**config.mk**
```make
export PLATFORM = sky130hd
export DESIGN_NAME = mario_life_ctrl
export DESIGN_NICKNAME = d
export VERILOG_FILES = /design/src/rtl/mario_life_ctrl.sv
export SDC_FILE = /design/constraint.sdc
export NUM_CORES = 1
export LEC_CHECK = 0
export BUFFER_PORTS_ARGS = -buffer_cell sky130_fd_sc_hd__buf_2
export CORE_UTILIZATION = 59
export CTS_BUF_LIST = sky130_fd_sc_hd__clkbuf_8
export DETAILED_ROUTE_END_ITERATION = 12
export PLACE_DENSITY = 0.84
export RECOVER_POWER = 50
export SLEW_MARGIN = 20
export SYNTH_ARGS = -nofsm -noshare
export SYNTH_HDL_FRONTEND = slang
export SYNTH_SLANG_ARGS = --single-unit
```
**constraint.sdc**
```tcl
create_clock -name clk -period 2.4 [get_ports clk]
set_input_delay 0.12 -clock clk [delete_from_list [all_inputs] [get_ports clk]]
set_output_delay 0.12 -clock clk [all_outputs]
set_load 0.02 [all_outputs]
```
**src/rtl/mario_life_ctrl.sv**
```systemverilog
// Mario life/death controller: converts a level collision flag into life loss,
// death pause, respawn, blinking post-respawn invincibility and game over.
module mario_life_ctrl #(
    parameter int unsigned LIVES_INIT       = 3,
    parameter int unsigned DEATH_TICKS      = 60,
    parameter int unsigned INVINCIBLE_TICKS = 120
) (
    input  logic       clk,
    input  logic       rst,
    input  logic       frame_tick,
    input  logic       game_start,
    input  logic       mario_hit,
    output logic [2:0] lives,
    output logic       playing,
    output logic       dying,
    output logic       invincible,
    output logic       game_over,
    output logic       hit_pulse,
    output logic       respawn,
    output logic       mario_visible
);

    localparam logic [2:0] LIVES_RST = 3'(LIVES_INIT);
    localparam logic [7:0] DEATH_T   = 8'(DEATH_TICKS);
    localparam logic [7:0] INVINC_T  = 8'(INVINCIBLE_TICKS);

    typedef enum logic [2:0] {
        S_IDLE,
        S_PLAY,
        S_DYING,
        S_INVINC,
        S_OVER
    } state_e;

    state_e     state_q, state_d;
    logic [2:0] lives_q, lives_d;
    logic [7:0] timer_q, timer_d;
    logic       playing_q, playing_d;
    logic       dying_q, dying_d;
    logic       invinc_q, invinc_d;
    logic       over_q, over_d;
    logic       hit_q, hit_d;
    logic       respawn_q, respawn_d;
    logic       visible_q, visible_d;

    always_ff @(posedge clk or posedge rst) begin
        if (rst) begin
            state_q   <= S_IDLE;
            lives_q   <= LIVES_RST;
            timer_q   <= '0;
            playing_q <= 1'b0;
            dying_q   <= 1'b0;
            invinc_q  <= 1'b0;
            over_q    <= 1'b0;
            hit_q     <= 1'b0;
            respawn_q <= 1'b0;
            visible_q <= 1'b1;
        end else begin
            state_q   <= state_d;
            lives_q   <= lives_d;
            timer_q   <= timer_d;
            playing_q <= playing_d;
            dying_q   <= dying_d;
            invinc_q  <= invinc_d;
            over_q    <= over_d;
            hit_q     <= hit_d;
            respawn_q <= respawn_d;
            visible_q <= visible_d;
        end
    end

    // A hit accepted in PLAY loads the timer directly, so a coincident tick is dropped.
    always_comb begin
        state_d = state_q;
        lives_d = lives_q;
        timer_d = timer_q;
        case (state_q)
            S_IDLE, S_OVER: begin
                if (game_start) begin
                    state_d = S_PLAY;
                    lives_d = LIVES_RST;
                end
            end
            S_PLAY: begin
                if (mario_hit) begin
                    state_d = S_DYING;
                    lives_d = lives_q - 3'd1;
                    timer_d = DEATH_T;
                end
            end
            S_DYING: begin
                if (frame_tick) begin
                    if (timer_q == 8'd1) begin
                        if (lives_q == '0) begin
                            state_d = S_OVER;
                            timer_d = '0;
                        end else begin
                            state_d = S_INVINC;
                            timer_d = INVINC_T;
                        end
                    end else begin
                        timer_d = timer_q - 8'd1;
                    end
                end
            end
            S_INVINC: begin
                if (frame_tick) begin
                    if (timer_q == 8'd1) begin
                        state_d = S_PLAY;
                        timer_d = '0;
                    end else begin
                        timer_d = timer_q - 8'd1;
                    end
                end
            end
            default: state_d = S_IDLE;
        endcase
    end

    // Outputs are decoded from the next state so that every port comes straight from a flop.
    always_comb begin
        playing_d = (state_d == S_PLAY) || (state_d == S_INVINC);
        dying_d   = (state_d == S_DYING);
        invinc_d  = (state_d == S_INVINC);
        over_d    = (state_d == S_OVER);
        hit_d     = (state_q == S_PLAY) && (state_d == S_DYING);
        respawn_d = ((state_q == S_IDLE || state_q == S_OVER) && state_d == S_PLAY)
                 || ((state_q == S_DYING) && (state_d == S_INVINC));
        visible_d = (state_d == S_INVINC) ? ~timer_d[2] : 1'b1;
    end

    assign lives         = lives_q;
    assign playing       = playing_q;
    assign dying         = dying_q;
    assign invincible    = invinc_q;
    assign game_over     = over_q;
    assign hit_pulse     = hit_q;
    assign respawn       = respawn_q;
    assign mario_visible = visible_q;

endmodule
```
# After elaboration in Yosys (flattened, before gate mapping)
# Index checks and enable logic that the tools add are counted.
[totals] out_inout_bits=10 register_bits=21 input_bits=5 word_cells=59
[op_classes] n_reduce_logical=13 mux=19 eq_ne=13 bitwise=1 n_addsub=2
[op_table] cell="$mux 8" n=5
[op_table] cell="$mux 3" n=9
[op_table] cell="$pmux 8 s3" n=1
[op_table] cell="$eq 3x2->1 const B" n=4
[op_table] cell="$pmux 3 s4" n=1
[op_table] cell="$eq 8x1->1 const B" n=1
[op_table] cell="$ne 2x2->1 const B" n=4
[op_table] cell="$sub 8x1->8 const B" n=1
[op_table] cell="$mux 7" n=1
[op_table] cell="$eq 3x1->1 const B" n=2
[op_table] cell="$eq 3x3->1 const B" n=2
[op_table] cell="$logic_not 3->1" n=2
[op_table] cell="$pmux 3 s2" n=1
[op_table] cell="$reduce_and 4->1" n=1
[op_table] cell="$logic_and 1x1->1" n=3
[op_table] cell="$logic_or 1x1->1" n=3
[op_table] cell="$reduce_and 3->1" n=1
[op_table] cell="$reduce_bool 3->1" n=1
[op_table] cell="$sub 3x1->3 const B" n=1
[op_table] cell="$reduce_bool 2->1" n=1
[op_table] cell="$reduce_or 2->1" n=1
[op_table] cell="$mux 1" n=1
[op_table] cell="$not 1->1" n=1

# Longest topological paths before layout
[logic_depth] ltp_word=8 depth_mapped=7 ltp_nobuf=6

# Least setup slack after synthesis
# No wires, ideal clock.
[synth_timing] path_type="reg-to-reg" startpoint="register lives_q[0] (netlist: lives[0])" endpoint="register respawn_q (netlist: respawn)" t_arrival_ps=1598 stages_incl_launch_ff=7 setup_time_ps=118 slack_ps=684 path_cell_list="dfstp_2 -> inv_1 -> ha_1 -> nor2b_1 -> nor2_1 -> o311a_1 -> a21o_1"
[synth_between] elab_chain_cells=8 elab_cells_between_ends=10
[synth_rtl] element="start: declaration" line_no="36" source="logic [2:0] lives_q, lives_d;"
[synth_rtl] element="start signal: assignment" line_no="60" source="lives_q <= lives_d;"
[synth_rtl] element="$logic_not 3->1 *" line_no="94" source="if (lives_q == '0) begin"
[synth_rtl] element="$mux 3 *" line_no="94"
[synth_rtl] element="$mux 3 *" line_no="93" source="if (timer_q == 8'd1) begin"
[synth_rtl] element="$mux 3 *" line_no="92" source="if (frame_tick) begin"
[synth_rtl] element="$pmux 3 s4 *" line_no="77" source="case (state_q)"
[synth_rtl] element="$eq 3x1->1 / $eq 3x2->1 (equally long branches)" line_no="127, 128"
[synth_rtl] element="$logic_and 1x1->1 (on tied branches)" line_no="127, 128"
[synth_rtl] element="$logic_or 1x1->1 *" line_no="128" source="|| ((state_q == S_DYING) && (state_d == S_INVINC));"
[synth_rtl] element="via respawn_d" line_no="43" source="logic respawn_q, respawn_d;"
[synth_rtl] element="end signal: assignment" line_no="67" source="respawn_q <= respawn_d;"
[synth_rtl] element="end: declaration" line_no="43"
# The timed path passes the listed nets; every way through them passes the cells marked *.
# A chain may end at the register's enable or synchronous reset.

# Worst setup path after layout
[layout_timing] startpoint="register timer_q[1]" endpoint="register respawn_q (netlist: respawn)"
[layout_between] elab_chain_cells=7 elab_cells_between_ends=11
[layout_rtl] element="start: declaration" line_no="37" source="logic [7:0] timer_q, timer_d;"
[layout_rtl] element="start signal: assignment" line_no="61" source="timer_q <= timer_d;"
[layout_rtl] element="$eq 8x1->1 *" line_no="93, 108"
[layout_rtl] element="$mux 3 (on tied branches)" line_no="108, 93"
[layout_rtl] element="$mux 3 (on tied branches)" line_no="107, 92"
[layout_rtl] element="$pmux 3 s4 *" line_no="77"
[layout_rtl] element="$eq 3x1->1 / $eq 3x2->1 (equally long branches)" line_no="127, 128"
[layout_rtl] element="$logic_and 1x1->1 (on tied branches)" line_no="127, 128"
[layout_rtl] element="$logic_or 1x1->1 *" line_no="128"
[layout_rtl] element="via respawn_d" line_no="43"
# Marked as above.

==> summary.txt <==
Floorplanning
  – Core Region: 1780 um^2
  – Chip height: 46.4 um
  – Initial Util: 0.653
  – Die footprint: roughly 2200 um^2
  – Die Wd: 46.4 um
  – IO Pins: 15
  – Row cnt: 15

Clock tree
  – CTS Hold Bufs: 0
  – Root buf cell: clkbuf_8
  – PostCTS Resize Cnt: 0
  – Post-CTS setup buffer count: 0
  – Reg clk slew, reported paths: 70 ps
  – Clock Latency Late Sink: 250 ps
  – CTS tree: done
  – Clock sinks: 21
  – Longest Clk Path Bufs: 2
  – CTS Buf Count: 3
  – H-tree depth: 1

Synthesis
  – Avg Cell Area, Syn: 10.0 um^2
  – Predominant post-synthesis flop cell: dfrtp_1
  – Post-Synthesis Cells: 116
  – Yosys cell types: 41
  – FF+latch count, synth: 21
  – Sequential fraction of the synthesis area: 0.455
  – Synthesized area: 1160 um^2
  – Asr flop ratio synth: 1.00
  – EDFF count, synth: 0
  – Mapped Nets: 125
  – YS warnings: 0

Timing
  – Period minus WS final: between 1500 and 2000 ps
  – RSZ-0062 raised after global routing: false
  – Final period util: 0.781
  – Worst slew pin tran: ~760 ps
  – Setup-failing EPs final: 0
  – FMAX: 533 MHz
  – Clock skew: 0.788 ps
  – Fin. Hold Viols: 18
  – Setup slack after layout: 525 ps
  – Max-slew headroom: 0.496
  – Final Slew Violations: 0
  – Setup_tns: 0 ps
  – Hold WS: -9.68 ps

Worst setup path
  – Crit path cell chain: inv_1 > ha_1 > nor3b_1 > nand2_2 > o311a_1 > a21o_1
  – WP data arrival: 2020 ps
  – CP Capture Type: flip-flop
  – CP Launch Type: flip-flop
  – Critical Path Max Stage Delay: 420 ps
  – Crit path kind: reg -> reg
  – Crit-path max FO: 8
  – Required time of the critical path: approximately 2600 ps
  – Setup crit start: timer_q[1]
  – RR Startpoint: timer_q[1]
  – Max stage delay cell, worst path: dfrtp_1

Global route
  – Initial antenna violation count: 0
  – First-pass GRT wire length: 3620 um
  – Grt ovf: 0
  – Met3 GRT Util: 0.0392
  – GRT Max-Usage Layer: met2
  – Global Route met2 Usage: 0.367
  – Largest net degree at the start of global routing: 22
  – Tot GR Track Use: 0.238
  – Vias in the first global route: 813
  – GR Util met1: 0.343

Placed design
  – Port buffer count: 14
  – Dpl cells: 151
  – Post-DP HPWL: 1670 um
  – Pre-CTS WS: 535 ps
  – Gpl congestion: 0.926

Power and ir drop
  – Combinational Power Share: 0.360
  – Clock power frac: 0.174
  – P_leak: 0.547 nW
  – Switching Fraction: 0.397
  – Maximum vdd drop: 0.000594 V
  – Total chip power: roughly 1.3 mW
  – PwrDens: between 1000 and 1500 nW/um^2
  – P_sw: slightly above 500 uW
  – Seq pwr share: 0.466
  – Internal: 774 uW

Final layout
  – # diodes: 0
  – Area Growth Syn to Fin: 8.60%
  – Multi-input logic area: 554 um^2
  – Non-Filler Instances: approximately 160
  – Sequential standard cell area: approximately 530 um^2
  – Layout Nets: 140
  – Share of layout cells above drive strength 1: 0.192
  – Fill cell count: 134

Worst hold path
  – Worst min-delay path class: in -> async

Route
  – Post-route ant nets: 0
  – Wirelength per Cell: 14.2 um
  – Drt drc: 0
  – Initial DRC count: 31
  – Via density: approximately 6.0
  – Routed Wire Length: between 2000 and 2500 um
  – Vias: roughly 920
  – First drt pass iteration count: 4

Outcome
  – Failing checks: negative hold slack
  – Status: finished, violations left

Flow run
  – Max cap viols: 0
## worst max-delay path, delay by kind of cell, from the launching register on
family	cells	cell delay, ps
and+or+nand+nor	2	520
adders and majority gates	1	220
AOI/OAI and AO/OA	2	500
DFF	1	420
buffers and inverters	1	100
## final timing paths
| check | end | slack (ps) | cells past startpoint |
|---|---|---|---|
| max in group asynchronous | timer_q[7] | 1940 | 2 |
| hold reg to reg | timer_q[6] | 560 | 1 |
| min in group clk | game_over | 270 | 4 |
| hold / removal | invincible | -10 | 2 |
| setup / recovery | respawn | 530 | 6 |
| setup reg to reg | respawn | 530 | 6 |
## cells by family after synthesis
logic type | count (synthesis) | synth area share
AOI/OAI and AO/OA | 27 | 0.174
xor gates and xnor gates | 1 | 0.00753
adders and majority gates | 4 | 0.0430
buffers and inverters | 13 | 0.0688
DFF | 21 | 0.455
and+or+nand+nor | 50 | 0.252
## power groups by stage
stage	Sequential, mW	Clock [mW]	Combinational [mW]
after floorplan	0.630	0	0.348
after global placement	0.595	0	0.456
after detailed placement	0.600	0	0.473
after CTS	0.594	0.225	0.473
after global routing	0.617	0.245	0.518
final	0.597	0.223	0.462
## final cells by class
cell class,instances,share of cell area
clock buffer,3,0.0327
clock inverter,1,0.00396
inverter,9,0.0307
multi-input combinational,82,0.439
sequential,21,0.419
tap,25,0.0248
timing repair buffer,14,0.0505
## cell usage in the layout, fill, tap and decap left out, types with 2 or more instances in the layout
cell type and instances:
clkbuf_1 5, o31ai_1 4, clkbuf_8 3, nand3_1 3
nand2_1 7, nor2b_1 3, nor2_1 11, a211oi_1 2
nand4_1 2, a21oi_1 5, ha_1 4, nor3_1 8
buf_2 9, dfstp_2 3, nor3b_1 3, nand2b_1 3
a31oi_1 2, inv_1 8, o21ai_0 4, dfrtp_1 18
o41ai_1 2
## synthesized netlist by cell type, drive strengths merged (2+ instances only)
master,instances,area share
dfrtp,18,0.39
nor2,12,0.045
inv,8,0.026
nand2,8,0.028
nor3,8,0.034
a21oi,5,0.022
o31ai,5,0.044
buf,4,0.035
ha,4,0.043
o21ai,4,0.017
dfstp,3,0.068
nand2b,3,0.016
nand3,3,0.013
nor2b,3,0.016
nor3b,3,0.019
a211oi,2,0.013
a31oi,2,0.011
nand4,2,0.011
nor4,2,0.024
o41ai,2,0.015
## sequential cells by signal, summed over array words and instances, names as in the netlist
name	count
playing	1
dying	1
timer_q	8
hit_pulse	1
game_over	1
state_q	3
invincible	1
mario_visible	1
respawn	1
lives	3
## layer usage
| layer | vias to the layer above | wire [um] |
|---|---|---|
| met5 | - | 0 |
| met4 | 0 | 17 |
| met3 | 4 | 103 |
| met2 | 36 | 1050 |
| met1 | 443 | 1020 |
| li1 | 441 | - |
## metrics by stage
step / instance area (um^2) / utilization / hold WS, ps
floorplan: 1160 / - / 94.3
global placement: 1220 / 0.686 / 275
detailed placement: 1220 / 0.686 / 286
CTS: 1270 / 0.712 / 14.8
global route: 1260 / 0.709 / 70.0
finish: 1260 / 0.709 / -9.68
Note: power is estimated with default switching activity, not from simulation.
